### src/rtl/lap_stopwatch.sv
// MM:SS:CC BCD stopwatch/timer with up/down count, preset load and a small lap buffer.
// Single-cycle command pulses from the button front end drive a four-state controller.
module lap_stopwatch #(
    parameter int unsigned CLK_FREQ_HZ = 50_000_000,
    parameter int unsigned TICK_HZ     = 100,
    parameter int unsigned LAP_DEPTH   = 4,
    localparam int unsigned IW         = (LAP_DEPTH > 2) ? $clog2(LAP_DEPTH) : 1
) (
    input  logic                 clk,
    input  logic                 rst,
    input  logic                 start_i,
    input  logic                 stop_i,
    input  logic                 lap_i,
    input  logic                 clear_i,
    input  logic                 load_i,
    input  logic                 mode_i,
    input  logic [23:0]          preset_bcd_i,
    input  logic [IW-1:0]        rd_idx_i,
    output logic [23:0]          bcd_o,
    output logic [23:0]          rd_bcd_o,
    output logic [IW:0]          lap_count_o,
    output logic [LAP_DEPTH-1:0] led_o,
    output logic                 running_o,
    output logic                 expired_o
);
    localparam int unsigned DIV = CLK_FREQ_HZ / TICK_HZ;
    localparam int unsigned DW  = (DIV > 2) ? $clog2(DIV) : 1;
    localparam int unsigned CW  = IW + 1;

    localparam logic [1:0] S_IDLE    = 2'd0;
    localparam logic [1:0] S_RUNNING = 2'd1;
    localparam logic [1:0] S_PAUSED  = 2'd2;
    localparam logic [1:0] S_EXPIRED = 2'd3;

    logic [1:0]           state, state_d;
    logic [23:0]          count, count_d;
    logic [CW-1:0]        lap_count, lap_count_d;
    logic                 mode, mode_d;
    logic [DW-1:0]        div_cnt, div_d;
    logic                 tick;
    logic                 lap_we;
    logic [23:0]          step_val;
    logic [LAP_DEPTH-1:0] led_d;
    logic [23:0]          lap_buf [LAP_DEPTH];

    // Digit index 0 is cs ones; tens of seconds and minutes roll at 5.
    function automatic logic [3:0] digit_max(input int i);
        return (i == 3 || i == 5) ? 4'd5 : 4'd9;
    endfunction

    function automatic logic bcd_valid(input logic [23:0] v);
        logic ok;
        ok = 1'b1;
        for (int i = 0; i < 6; i++) begin
            if (v[i*4 +: 4] > digit_max(i)) ok = 1'b0;
        end
        return ok;
    endfunction

    // One-centisecond BCD increment or decrement with ripple carry/borrow.
    function automatic logic [23:0] bcd_step(input logic [23:0] v, input logic down);
        logic [23:0] r;
        logic        c;
        r = v;
        c = 1'b1;
        for (int i = 0; i < 6; i++) begin
            if (c) begin
                if (!down) begin
                    if (v[i*4 +: 4] >= digit_max(i)) r[i*4 +: 4] = 4'd0;
                    else begin
                        r[i*4 +: 4] = v[i*4 +: 4] + 4'd1;
                        c = 1'b0;
                    end
                end else begin
                    if (v[i*4 +: 4] == 4'd0) r[i*4 +: 4] = digit_max(i);
                    else begin
                        r[i*4 +: 4] = v[i*4 +: 4] - 4'd1;
                        c = 1'b0;
                    end
                end
            end
        end
        return r;
    endfunction

    // Next-state and datapath decode; clear > stop > lap > start > load.
    always_comb begin
        state_d     = state;
        count_d     = count;
        lap_count_d = lap_count;
        mode_d      = mode;
        lap_we      = 1'b0;
        led_d       = '0;
        tick        = (state == S_RUNNING) && (div_cnt == DW'(DIV - 1));
        step_val    = bcd_step(count, mode);
        div_d       = '0;
        if (state == S_RUNNING && !tick) div_d = div_cnt + DW'(1);

        if (clear_i) begin
            state_d     = S_IDLE;
            count_d     = '0;
            lap_count_d = '0;
            mode_d      = 1'b0;
            div_d       = '0;
        end else if (stop_i && state == S_RUNNING) begin
            state_d = S_PAUSED;
            div_d   = '0;
        end else begin
            if (lap_i && (state == S_RUNNING || state == S_PAUSED)) begin
                if (lap_count < CW'(LAP_DEPTH)) begin
                    lap_we      = 1'b1;
                    lap_count_d = lap_count + CW'(1);
                end
            end else if (start_i && state == S_IDLE) begin
                if (!(mode_i && count == 24'd0)) begin
                    state_d = S_RUNNING;
                    mode_d  = mode_i;
                end
            end else if (start_i && state == S_PAUSED) begin
                state_d = S_RUNNING;
            end else if (load_i && state == S_IDLE && bcd_valid(preset_bcd_i)) begin
                count_d = preset_bcd_i;
            end

            if (tick) begin
                count_d = step_val;
                if (mode && step_val == 24'd0) state_d = S_EXPIRED;
            end
        end

        for (int k = 0; k < LAP_DEPTH; k++) begin
            led_d[k] = (lap_count_d > CW'(k));
        end
    end

    always_ff @(posedge clk or posedge rst) begin
        if (rst) begin
            state     <= S_IDLE;
            count     <= '0;
            lap_count <= '0;
            mode      <= 1'b0;
            div_cnt   <= '0;
            led_o     <= '0;
            running_o <= 1'b0;
            expired_o <= 1'b0;
        end else begin
            state     <= state_d;
            count     <= count_d;
            lap_count <= lap_count_d;
            mode      <= mode_d;
            div_cnt   <= div_d;
            led_o     <= led_d;
            running_o <= (state_d == S_RUNNING);
            expired_o <= (state_d == S_EXPIRED);
        end
    end

    // Lap storage and registered readback; entries beyond lap_count read as zero.
    always_ff @(posedge clk or posedge rst) begin
        if (rst) begin
            for (int i = 0; i < LAP_DEPTH; i++) lap_buf[i] <= '0;
            rd_bcd_o <= '0;
        end else begin
            if (lap_we) lap_buf[lap_count[IW-1:0]] <= count;
            rd_bcd_o <= ({1'b0, rd_idx_i} < lap_count) ? lap_buf[rd_idx_i] : '0;
        end
    end

    assign bcd_o       = count;
    assign lap_count_o = lap_count;

endmodule
### config.mk
export PLATFORM = sky130hd
export DESIGN_NAME = lap_stopwatch
export DESIGN_NICKNAME = d
export VERILOG_FILES = /design/src/rtl/lap_stopwatch.sv
export SDC_FILE = /design/constraint.sdc
export NUM_CORES = 1
export LEC_CHECK = 0
export CORE_MARGIN = 2
export CORE_UTILIZATION = 50
export CTS_CLUSTER_SIZE = 40
export DETAILED_ROUTE_END_ITERATION = 10
export PLACE_DENSITY = 0.76
export SETUP_SLACK_MARGIN = 0.3
export SLEW_MARGIN = 20
export SYNTH_ARGS = -nofsm -noshare
export SYNTH_HDL_FRONTEND = slang
export SYNTH_SLANG_ARGS = --single-unit
### constraint.sdc
create_clock -name clk -period 8.8 [get_ports clk]
set_input_delay 2.64 -clock clk [delete_from_list [all_inputs] [get_ports clk]]
set_output_delay 2.64 -clock clk [all_outputs]
set_load 0.01 [all_outputs]
# After elaboration in Yosys (flattened, before gate mapping)
# Cells that the tools add are included.
totals:
  register_bits: 175
  input_bits: 34
  out_inout_bits: 57
  wordCells: 178
op_classes:
  add_sub_neg: 14
  magnitude_cmp: 21
  n_eq_ne: 11
  n_mux: 91
  bitwise: 2
  n_reduce_logical: 26
ops:
  columns: ["operator", "n"]
  rows:
  - ["$mux W24", 11]
  - ["$bwmux W96", 1]
  - ["$mux W4", 23]
  - ["$mux W19", 3]
  - ["$bmux W24 S2", 1]
  - ["$demux W24 S2", 1]
  - ["$logic_not A24 Y1", 2]
  - ["$mux W1", 39]
  - ["$add A4 B1 Y4 const B", 6]
  - ["$logic_not A4 Y1", 6]
  - ["$sub A4 B1 Y4 const B", 6]
  - ["$add A19 B1 Y19 const B", 1]
  - ["$eq A19 B19 Y1 const B", 1]
  - ["$ge A4 B4 Y1 const B", 4]
  - ["$gt A4 B4 Y1 const B", 4]
  - ["$mux W2", 8]
  - ["$mux W3", 4]
  - ["$logic_and A1 B1 Y1", 11]
  - ["$ne A3 B3 Y1 const B", 3]
  - ["$ge A4 B3 Y1 const B", 2]
  - ["$gt A4 B3 Y1 const B", 2]
  - ["$ge A3 B3 Y1 const B", 2]
  - ["$gt A3 B1 Y1 const B", 2]
  - ["$gt A3 B2 Y1 const B", 2]
  - ["other kinds (15)", 20]

# Longest topological paths before layout
# Gate-level depths: netlist of run 1.
depth:
  ltp_word: 20
  depth_mapped: 12
  mapped_depth_nobuf: 10

# Worst setup path after synthesis of run 1
# Ideal clock, no wire load.
synth_timing:
  path_kind: "in2reg"
  startpoint: "input port rd_idx_i[0]"
  endpoint: "register rd_bcd_o[10]"
  setup_time_ps: 132
  t_arrival_ps: 4177
  t_required_ps: 8668
  path_slack_ps: 4490
  stages: 4
  path_buffers: 2
  path_cell_list: "clkbuf_1 > buf_1 > mux4_2 > nor2b_1"
synth_between:
  elab_chain_cells: 5
  word_cells_on_any_way: 6
  cone_classes: "1 x order compare; 4 x mux; 1 x bitwise"
synth_rtl:
  columns: ["element", "line_no", "rtl"]
  rows:
  - ["start: declaration", "18", "input logic [IW-1:0] rd_idx_i,"]
  - ["$not A2 Y3 (not written as such)", "165", "rd_bcd_o <= ({1'b0, rd_idx_i} < lap_count) ? lap_buf[rd_idx_i] : '0;"]
  - ["$bmux W24 S2", "165", null]
  - ["$mux W24 (not written as such) (2 in series)", "165", null]
  - ["$mux W24 *", "165", null]
  - ["end signal: assignment", "165", null]
  - ["end: declaration", "20", "output logic [23:0] rd_bcd_o,"]
# Every way passes the cells marked *; elsewhere a longest branch is shown, timed or not. The select of a mux whose other input is x is not followed.
# A chain may end at the register's enable or synchronous reset.

# Final worst setup path of run 1
layout_timing:
  startpoint: "input port preset_bcd_i[6]"
  endpoint: "register count[0], in the netlist bcd_o[0]"
layout_between:
  elab_chain_cells: 14
layout_rtl:
  columns: ["element", "line_no", "rtl"]
  rows:
  - ["start: declaration", "17", "input logic [23:0] preset_bcd_i,"]
  - ["$gt A4 B4 Y1", "55", "if (v[i*4 +: 4] > digit_max(i)) ok = 1'b0;"]
  - ["$mux W1 (5 in series)", "55", null]
  - ["$mux W1", "119", "end else if (start_i && state == S_PAUSED) begin"]
  - ["$mux W1", "114", "end else if (start_i && state == S_IDLE) begin"]
  - ["$mux W1", "109", "if (lap_i && (state == S_RUNNING || state == S_PAUSED)) begin"]
  - ["$mux W1", "105", "end else if (stop_i && state == S_RUNNING) begin"]
  - ["$mux W1", "99", "if (clear_i) begin"]
  - ["$logic_and A1 B1 Y1", "121", "end else if (load_i && state == S_IDLE && bcd_valid(preset_bcd_i)) begin"]
  - ["$reduce_bool A3 Y1 (no line)", null, null]
  - ["$reduce_and A5 Y1 (no line)", null, null]
  - ["end signal: assignment", "148", "count <= count_d;"]
  - ["end: declaration", "36", "logic [23:0] count, count_d;"]
# No other way between the ends. The select of a mux whose other input is x is not followed.

==> flow_metrics.env, run 1 <==
export IMPL_place_hpwl_um=14400
export IMPL_synth_area_leader_cell="dfrtp_1"
export IMPL_maxCapViolCount=0
export IMPL_synth_simple_area_share=0.132
export IMPL_synth_distinct_cells=75
export IMPL_n_fill_cell=1458
export IMPL_cts_hold_buf=0
export IMPL_clock_latency_ps=430
export IMPL_grt_first_pass_wirelength_um=36100
export IMPL_synth_area_um2=9320
export IMPL_fin_total_pwr_mw=2.09
export IMPL_max_slew_worst_pin_slew_ps=1010
export IMPL_clkTransAtPathRegs_ps=60
export IMPL_routed_via_density=5.92
export IMPL_placementRows=49
export IMPL_die_area_um2=19800
export IMPL_final_area_um2=10900
export IMPL_synth_edff_count=0
export IMPL_cts_sinks=175
export IMPL_final_hold_violation_count=0
export IMPL_grtUsageTotal=0.233
export IMPL_final_common_cell="dfrtp_1"
export IMPL_cts_max_level=4
export IMPL_synth_adder_area_share=0.0362
export IMPL_async_flop_share=1.00
export IMPL_synth_top_cell_area_share=0.470
export IMPL_synth_compound_area_frac=0.118
export IMPL_drive_above_1_share=0.188
export IMPL_max_slew_margin_rel=0.323
export IMPL_wirelength_um=22000
export IMPL_io_pins=91
export IMPL_avgSynthCellArea_um2=10.9
export IMPL_port_buffers=90
export IMPL_worstSetupPathType="in -> reg"
export IMPL_holdWs_ps=486
export IMPL_fp_dieH_um=141
export IMPL_syn_to_final_growth_pct=17.3
export IMPL_route_vias_total=6836
export IMPL_gp_congestion=0.917
export IMPL_fmax_mhz=223
export IMPL_drcViolationCount=0
export IMPL_nNetsFinal=974
export IMPL_ctsResizeCount=0
export IMPL_yosys_warnings=0
export IMPL_finalClockSkew_ps=6.78
export IMPL_crit_fanout=23
export IMPL_dr_pass1_iters=5
export IMPL_rsz0062_at_grt="no"
export IMPL_ys_seq_area_frac=0.470
export IMPL_fin_crit_sh=0.509
export IMPL_fp_dieW_um=141
export IMPL_mostFrequentLayoutCells="dfrtp_1 (175), mux2_2 (96), clkdlybuf4s50_1 (89), o21ai_0 (63), nor2_1 (59)"
export IMPL_outcome="completed"
export IMPL_drv_slew=0
export IMPL_start_util=0.514
export IMPL_cp_required_ps=9070
export IMPL_setup_viol=0
export IMPL_grt_pass1_vias=6810
export IMPL_post_dp_cell_area_um2=10400
export IMPL_synth_top_family_by_area="multiplexers"
export IMPL_synth_area_leaders="dfrtp_1 (47%), mux2_2 (12%), mux4_2 (5.8%)"
export IMPL_utilization=0.602
export IMPL_synthFlopType="dfrtp_1"
export IMPL_cts_buffers=17
export IMPL_cts_tree="yes"
export IMPL_cp_arrival_ps=4750
export IMPL_first_iter_violations=460
export IMPL_core_um2=18100
export IMPL_wl_per_cell_um=19.1
export IMPL_tns_ps=0
export IMPL_ys_ff_latch=175
export IMPL_cts_root_buffer="clkbuf_16"
export IMPL_grt_start_max_net_pins=104
export IMPL_gr_total_overflow=0
export IMPL_synth_mux_area_frac=0.190
export IMPL_detail_route_antenna_nets=0
export IMPL_hp_class="reg -> reg"
export IMPL_p_per_area_nw_per_um2=191
export IMPL_leakagePower_nw=4.81
export IMPL_synthCells=855
export IMPL_cts_setup_buffers=0
export IMPL_vdd_ir_drop_max_mv=0.153
export IMPL_synthesis_nets=916
export IMPL_cts_buffer_depth=2
export IMPL_min_period_ps=4480
export IMPL_cp_end_kind="register"
export IMPL_worst_setup_path_start_kind="primary input"
export IMPL_n_antenna_cell=0
export IMPL_synth_xor_area_share=0.0150
export IMPL_antenna_found_initial=0
==> area by class of cell <==
| class | instances | area [um2] | share of cell area |
|---|---|---|---|
| well taps | 229 | 287 | 0.0262 |
| clock inverters | 7 | 78.8 | 0.00721 |
| inverters | 32 | 125 | 0.0114 |
| clock buffers | 24 | 492 | 0.0450 |
| flip-flops and latches | 175 | 4380 | 0.401 |
| multi-input cells | 586 | 4590 | 0.420 |
| repair buffers | 101 | 978 | 0.0895 |
==> worst paths after layout <==
kind,startpoint,cells after the start,slack [ps],end
worst max-delay path,preset_bcd_i[6],7,4320,bcd_o[0]
worst min-delay path,div_cnt[0],1,490,div_cnt[0]
worst max register to register,bcd_o[0],10,4740,running_o
worst min register to register,div_cnt[0],1,490,div_cnt[0]
max in group asynchronous,rst,3,4500,state[0]
min in group asynchronous,rst,2,2790,rd_bcd_o[19]
==> critical path, stage by stage <==
cell             delay (ps)
clkdlybuf4s50_1         560
o21ai_0                 170
nand3_1                 140
nor3_1                   50
or3_1                   340
nand2_1                 620
o21ai_0                 220
==> flip-flops by register name, summed over array words and instances, names as in the netlist <==
signal and flops:
bcd_o 24, rd_bcd_o 24, state 2, lap_buf 96
lap_count_o 3, led_o 4, div_cnt 19, running_o 1
expired_o 1, mode 1
==> metrics by stage <==
step           instances  setup slack [ps]
2_1_floorplan        855              1410
6_report            1154              4320
3_3_place_gp        1123              3970
5_1_grt             1154              4150
3_5_place_dp        1123              3900
4_1_cts             1154              4310
==> report_power, final <==
part	switching (mW)	total, mW	internal, mW
sequential	0.0875	0.979	0.891
combinational	0.181	0.384	0.204
clock	0.306	0.726	0.420
total	0.574	2.09	1.51
==> cell usage after synthesis (all sizes together), types with 4 or more instances <==
master / n
a211oi: 8
a21oi: 36
a22oi: 4
a31oi: 6
a32oi: 5
and2: 7
and3: 5
buf: 6
clkbuf: 56
dfrtp: 175
ha: 27
inv: 32
mux2: 96
mux2i: 15
mux4: 24
nand2: 51
nand2b: 10
nand3: 15
nand4: 7
nor2: 59
nor2b: 28
nor3: 13
nor3b: 5
nor4: 6
o21ai: 64
o22ai: 4
o31ai: 7
or3: 8
xnor2: 5
xor2: 11
==> cell families after synthesis <==
family | count (synthesis)
compound gates | 174
xor+xnor | 16
flops | 175
buf+inv | 94
mux | 135
fa+ha+maj | 27
simple gates | 234
==> layer usage <==
metal  vias to the layer above  track usage  wire length, um
met4                         0       0.0789              446
met2                       201        0.375            10500
li1                       3197            -                -
met1                      3407        0.322             9980
met3                        31       0.0424             1120
met5                         -            0                0
No activity file was read; power rests on OpenSTA's default activity.
==> run 2, diff against run 1 <==
--- a/config.mk
+++ b/config.mk
@@ -9,7 +9,7 @@
 export CORE_UTILIZATION = 50
 export CTS_CLUSTER_SIZE = 40
 export DETAILED_ROUTE_END_ITERATION = 10
-export PLACE_DENSITY = 0.76
+export PLACE_DENSITY = 0.79
 export SETUP_SLACK_MARGIN = 0.3
 export SLEW_MARGIN = 20
 export SYNTH_ARGS = -nofsm -noshare
==> constraint.sdc (replaced) <==
create_clock -name clk -period 3.85 [get_ports clk]
set_input_delay 1.155 -clock clk [delete_from_list [all_inputs] [get_ports clk]]
set_output_delay 1.155 -clock clk [all_outputs]
set_load 0.01 [all_outputs]
==> run 2 against run 1 <==
Effect of this change: first-iteration DRC count is 13% lower; largest cell class unchanged; register-to-register slack worse by 4200 ps; sequential share of layout area fell by 0.74 points; clock skew is 1.8 ps higher; die area stayed put; global-route usage shrank 0.61 points; critical path type is now reg -> reg; non-clock buffer count increased by 18; routed wire length is 1.9% lower; final area up 2.0%; critical path depth is 3 higher; power up 130%.
==> flow_metrics.env, run 2 (synthesized netlist as in run 1, its figures left out) <==
export IMPL_nNetsFinal=992
export IMPL_hp_class="reg -> reg"
export IMPL_n_antenna_cell=0
export IMPL_utilization=0.614
export IMPL_maxCapViolCount=0
export IMPL_crit_fanout=10
export IMPL_worstSetupPathType="reg -> reg"
export IMPL_fmax_mhz=303
export IMPL_final_area_um2=11100
export IMPL_fin_crit_sh=0.857
export IMPL_largest_reg_flops=96
export IMPL_antenna_found_initial=0
export IMPL_fp_dieH_um=141
export IMPL_grt_first_pass_wirelength_um=35500
export IMPL_cts_buffers=17
export IMPL_cts_root_buffer="clkbuf_16"
export IMPL_placementRows=49
export IMPL_cp_arrival_ps=3610
export IMPL_cpPeakStageDelay_ps=480
export IMPL_cts_tree="yes"
export IMPL_drcViolationCount=0
export IMPL_p_per_area_nw_per_um2=435
export IMPL_drv_slew=0
export IMPL_wl_per_cell_um=18.4
export IMPL_clock_latency_ps=430
export IMPL_clkTransAtPathRegs_ps=60
export IMPL_core_um2=18100
export IMPL_detail_route_antenna_nets=0
export IMPL_syn_to_final_growth_pct=19.6
export IMPL_worst_setup_path_start_kind="register"
export IMPL_outcome="completed"
export IMPL_start_util=0.514
export IMPL_max_slew_worst_pin_slew_ps=748
export IMPL_rsz0062_at_grt="no"
export IMPL_gp_congestion=0.947
export IMPL_dr_pass1_iters=5
export IMPL_port_buffers=90
export IMPL_route_vias_total=6981
export IMPL_setup_viol=0
export IMPL_io_pins=91
export IMPL_finalClockSkew_ps=8.54
export IMPL_top_register="lap_buf"
export IMPL_min_period_ps=3300
export IMPL_grt_pass1_vias=6875
export IMPL_routed_via_density=5.96
export IMPL_place_hpwl_um=14800
export IMPL_crit_chain="inv_1 > ha_2 > or3b_4 > a31oi_2 > a2111oi_0 > or3_1 > nor4_1 > nand4b_1 > or4_4 > nor3b_1"
export IMPL_cts_setup_buffers=0
export IMPL_die_area_um2=19800
export IMPL_wirelength_um=21600
export IMPL_cts_sinks=175
export IMPL_tns_ps=0
export IMPL_seqCellArea_um2=4380
export IMPL_fp_dieW_um=141
export IMPL_final_common_cell="dfrtp_1"
export IMPL_n_fill_cell=1442
export IMPL_cts_max_level=4
export IMPL_cp_required_ps=4160
export IMPL_max_slew_margin_rel=0.502
export IMPL_gr_total_overflow=0
export IMPL_multi_input_area_um2=4620
export IMPL_grt_start_max_net_pins=51
export IMPL_cp_end_kind="register"
export IMPL_slowest_stage="dfrtp_2"
export IMPL_first_iter_violations=401
export IMPL_vdd_ir_drop_max_mv=0.321
export IMPL_drive_above_1_share=0.213
export IMPL_leakagePower_nw=4.93
export IMPL_cts_buffer_depth=2
export IMPL_mostFrequentLayoutCells="dfrtp_1 (172), mux2_2 (96), clkdlybuf4s50_1 (89), o21ai_0 (63), nor2_1 (59)"
export IMPL_grtUsageTotal=0.227
export IMPL_post_dp_cell_area_um2=10500
export IMPL_final_hold_violation_count=0
run 2: final timing paths:
kind,end,slack (ps),cells after the start,from
setup / recovery,running_o,550,10,bcd_o[5]
hold / removal,div_cnt[0],480,1,div_cnt[0]
setup reg to reg,running_o,550,10,bcd_o[5]
hold reg to reg,div_cnt[0],480,1,div_cnt[0]
max in group asynchronous,lap_buf[45],2080,3,rst
min in group asynchronous,rd_bcd_o[17],1110,2,rst
run 2: area by class of cell:
| type | count | share of cell area |
|---|---|---|
| clock inverter | 9 | 0.00988 |
| multi-input combinational | 586 | 0.414 |
| sequential | 175 | 0.393 |
| clock buffer | 22 | 0.0425 |
| timing repair buffer | 119 | 0.103 |
| inverter | 32 | 0.0111 |
| tap | 229 | 0.0257 |
run 2: layer usage:
metal | up-vias | share of wire | track usage
met2 | 231 | 0.48 | 0.362
met1 | 3453 | 0.44 | 0.304
met3 | 45 | 0.062 | 0.0547
li1 | 3252 | - | -
met5 | - | 0 | 0
met4 | 0 | 0.024 | 0.0847
run 2: timing repair:
action                     4_1_cts  5_1_grt
hold buffers                     0        0
resized for setup                0        8
setup endpoints to repair        0        4
run 2: power by group:
group | internal [mW] | switching (mW)
clock network | 1.00 | 0.697
logic | 0.493 | 0.437
registers | 2.04 | 0.180
total | 3.54 | 1.31
run 2: metrics by stage:
step	hold slack [ps]	worst slack, ps	power [mW]	cells
after floorplan	455	456	2.83	855
after global placement	468	426	3.13	1141
after detailed placement	471	412	3.16	1141
after CTS	481	402	4.88	1172
after global routing	512	317	5.07	1172
final	477	550	4.85	1172
run 2: worst max-delay path: cells and delay by family (launching register included):
kind	cells	cell delay (ps)
buf+inv	1	150
compound gates	2	430
flops	1	480
simple gates	6	1860
fa+ha+maj	1	270
==> run 3, diff against run 2 <==
--- a/config.mk
+++ b/config.mk
@@ -5,11 +5,13 @@
 export SDC_FILE = /design/constraint.sdc
 export NUM_CORES = 1
 export LEC_CHECK = 0
+export ABC_AREA = 1
 export CORE_MARGIN = 2
 export CORE_UTILIZATION = 50
 export CTS_CLUSTER_SIZE = 40
 export DETAILED_ROUTE_END_ITERATION = 10
-export PLACE_DENSITY = 0.79
+export DONT_BUFFER_PORTS = 1
+export PLACE_DENSITY = 0.73
 export SETUP_SLACK_MARGIN = 0.3
 export SLEW_MARGIN = 20
 export SYNTH_ARGS = -nofsm -noshare
==> run 3 against run 2 <==
Effect of this change: sequential cell count did not move; first-iteration DRC count rose by 100%; clock skew rose by 2.8 ps; routed wire length rose by 4.7%; sequential power rose by 2%; area after synthesis fell by 2.9%; critical endpoint is now expired_o; global-route usage rose by 1.5 points.
==> flow_metrics.env, run 3 <==
export IMPL_outcome="completed"
export IMPL_synth_distinct_cells=45
export IMPL_r2r_end="expired_o"
export IMPL_mostFrequentLayoutCells="nand2_1 (217), o21ai_0 (200), dfrtp_1 (175), nor2_1 (170), inv_1 (63)"
export IMPL_setup_ws_ps=921
export IMPL_hold_depth=1
export IMPL_grt_pass1_vias=7184
export IMPL_synthCells=1123
export IMPL_holdWs_ps=468
export IMPL_cts_sinks=175
export IMPL_ys_top_cells_by_count="nand2_1 (217), o21ai_0 (200), dfrtp_1 (175), nor2_1 (170), inv_1 (64)"
export IMPL_fin_crit_sh=0.761
export IMPL_p_per_area_nw_per_um2=497
export IMPL_maxCapViolCount=0
export IMPL_io_pins=91
export IMPL_cts_tree="yes"
export IMPL_syn_to_final_growth_pct=8.94
export IMPL_post_dp_cell_area_um2=9260
export IMPL_ys_seq_area_frac=0.484
export IMPL_synthFlopType="dfrtp_1"
export IMPL_r2r_cells=14
export IMPL_worstSetupPathType="reg -> reg"
export IMPL_clock_latency_ps=440
export IMPL_grt_first_pass_wirelength_um=37200
export IMPL_dr_pass1_iters=5
export IMPL_drv_slew=0
export IMPL_finalClockSkew_ps=11.4
export IMPL_fp_dieW_um=139
export IMPL_cts_hold_buf=0
export IMPL_cts_root_buffer="clkbuf_16"
export IMPL_synthesis_nets=1184
export IMPL_cp_required_ps=4230
export IMPL_leakagePower_nw=4.59
export IMPL_hp_class="reg -> reg"
export IMPL_reg2reg_slack_ps=920
export IMPL_route_vias_total=7582
export IMPL_start_util=0.508
export IMPL_gr_total_overflow=0
export IMPL_final_area_um2=9860
export IMPL_drive_above_1_share=0.0698
export IMPL_crit_fanout=9
export IMPL_top_register="lap_buf"
export IMPL_max_slew_worst_pin_slew_ps=924
export IMPL_async_flop_share=1.00
export IMPL_core_um2=17800
export IMPL_die_area_um2=19200
export IMPL_clkTransAtPathRegs_ps=70
export IMPL_n_fill_cell=1665
export IMPL_min_period_ps=2930
export IMPL_whs_endpoint="div_cnt[0]"
export IMPL_ctsResizeCount=0
export IMPL_synth_area_leaders="dfrtp_1 (48%), o21ai_0 (11%), nand2_1 (9.0%)"
export IMPL_ys_ff_latch=175
export IMPL_final_hold_violation_count=0
export IMPL_fp_dieH_um=139
export IMPL_final_common_cell="nand2_1"
export IMPL_cp_arrival_ps=3310
export IMPL_drcViolationCount=0
export IMPL_cts_buffer_depth=2
export IMPL_grtUsageTotal=0.242
export IMPL_n_antenna_cell=0
export IMPL_yosys_warnings=0
export IMPL_avgSynthCellArea_um2=8.06
export IMPL_rsz0062_at_grt="no"
export IMPL_wl_per_cell_um=16.8
export IMPL_worst_setup_path_start_kind="register"
export IMPL_synth_top_cell_area_share=0.484
export IMPL_cts_buffers=17
export IMPL_placementRows=49
export IMPL_detail_route_antenna_nets=0
export IMPL_wirelength_um=22600
export IMPL_fmax_mhz=341
export IMPL_antenna_found_initial=0
export IMPL_place_ws_ps=961
export IMPL_routed_via_density=5.63
export IMPL_synth_edff_count=0
export IMPL_setup_viol=0
export IMPL_nNetsFinal=1165
export IMPL_max_slew_margin_rel=0.383
export IMPL_yosysMostFrequentCell="nand2_1"
export IMPL_synth_area_leader_cell="dfrtp_1"
export IMPL_vdd_ir_drop_max_mv=0.362
export IMPL_cts_setup_buffers=0
export IMPL_hold_start="div_cnt[0]"
export IMPL_gp_congestion=0.922
export IMPL_tns_ps=0
export IMPL_synth_area_um2=9050
export IMPL_first_iter_violations=814
export IMPL_cp_end_kind="register"
export IMPL_cts_max_level=4
export IMPL_port_buffers=0
export IMPL_grt_start_max_net_pins=91
export IMPL_largest_reg_flops=96
export IMPL_place_hpwl_um=15000
export IMPL_r2r_start="bcd_o[4]"
[run 3: cell count changes after synthesis, sizes merged, moves of 24 or more]
| cell | previous run | this run |
|---|---|---|
| inv | 32 | 71 |
| mux2 | 96 | 0 |
| mux4 | 24 | 0 |
| nand2 | 51 | 225 |
| nand3 | 15 | 55 |
| nor2 | 59 | 179 |
| nor2b | 28 | 0 |
| o21ai | 64 | 209 |
[run 3: logic make-up (layout without fill, tap and decap cells)]
logic type      Yosys count  in the layout  share of synthesized area
compound gates          283            283                      0.164
xor+xnor                 19             19                     0.0184
fa+ha+maj                27             27                     0.0373
buf+inv                 129            123                     0.0578
flops                   175            175                      0.484
simple gates            490            490                      0.239
[run 3: how the worst max path moves through the flow]
stage | from | endpoint | slack (ps) | cells after the start
2_1_floorplan | rst | bcd_o[0] | 460 | 1
3_3_place_gp | bcd_o[4] | expired_o | 960 | 14
3_5_place_dp | bcd_o[4] | expired_o | 960 | 14
4_1_cts | bcd_o[4] | expired_o | 920 | 14
5_1_grt | bcd_o[8] | expired_o | 680 | 14
6_report | bcd_o[4] | expired_o | 920 | 14
[run 3: final cells by class]
class	count	area (um2)	area share
flip-flops and latches	175	4380	0.444
inverters	77	303	0.0307
clock buffers	19	433	0.0439
clock inverters	13	176	0.0179
repair buffers	14	130	0.0132
well taps	229	287	0.0290
multi-input cells	819	4160	0.421
[run 3: critical path, stage by stage, from the launching register on]
cell,delay [ps]
dfrtp_1,580
clkinv_1,350
ha_1,390
nand3_1,140
nand3_1,120
nand2_4,150
nand2_8,80
nor2_8,120
nand2_4,100
o21ai_1,200
nand3_1,150
nor2_2,140
nand3_2,90
and2_4,160
nor2_2,80
[run 3: routing by layer]
layer | track usage | wire [um] | vias to the layer above
li1 | - | - | 3675
met2 | 0.368 | 10200 | 292
met5 | 0 | 0 | -
met3 | 0.0611 | 1860 | 33
met4 | 0.0843 | 437 | 0
met1 | 0.339 | 10200 | 3582
[run 3: stage by stage]
stage,power (mW),utilization,std cells
6_report,4.91,0.553,1346
3_5_place_dp,3.13,0.519,1314
4_1_cts,4.92,0.553,1346
3_3_place_gp,3.10,0.519,1314
2_1_floorplan,2.91,-,1123
5_1_grt,5.16,0.553,1346
[run 3: where the power goes]
group          internal, mW  total (mW)  switching [mW]
sequential             2.07        2.26           0.188
clock                  1.04        1.80           0.763
combinational         0.285       0.849           0.563
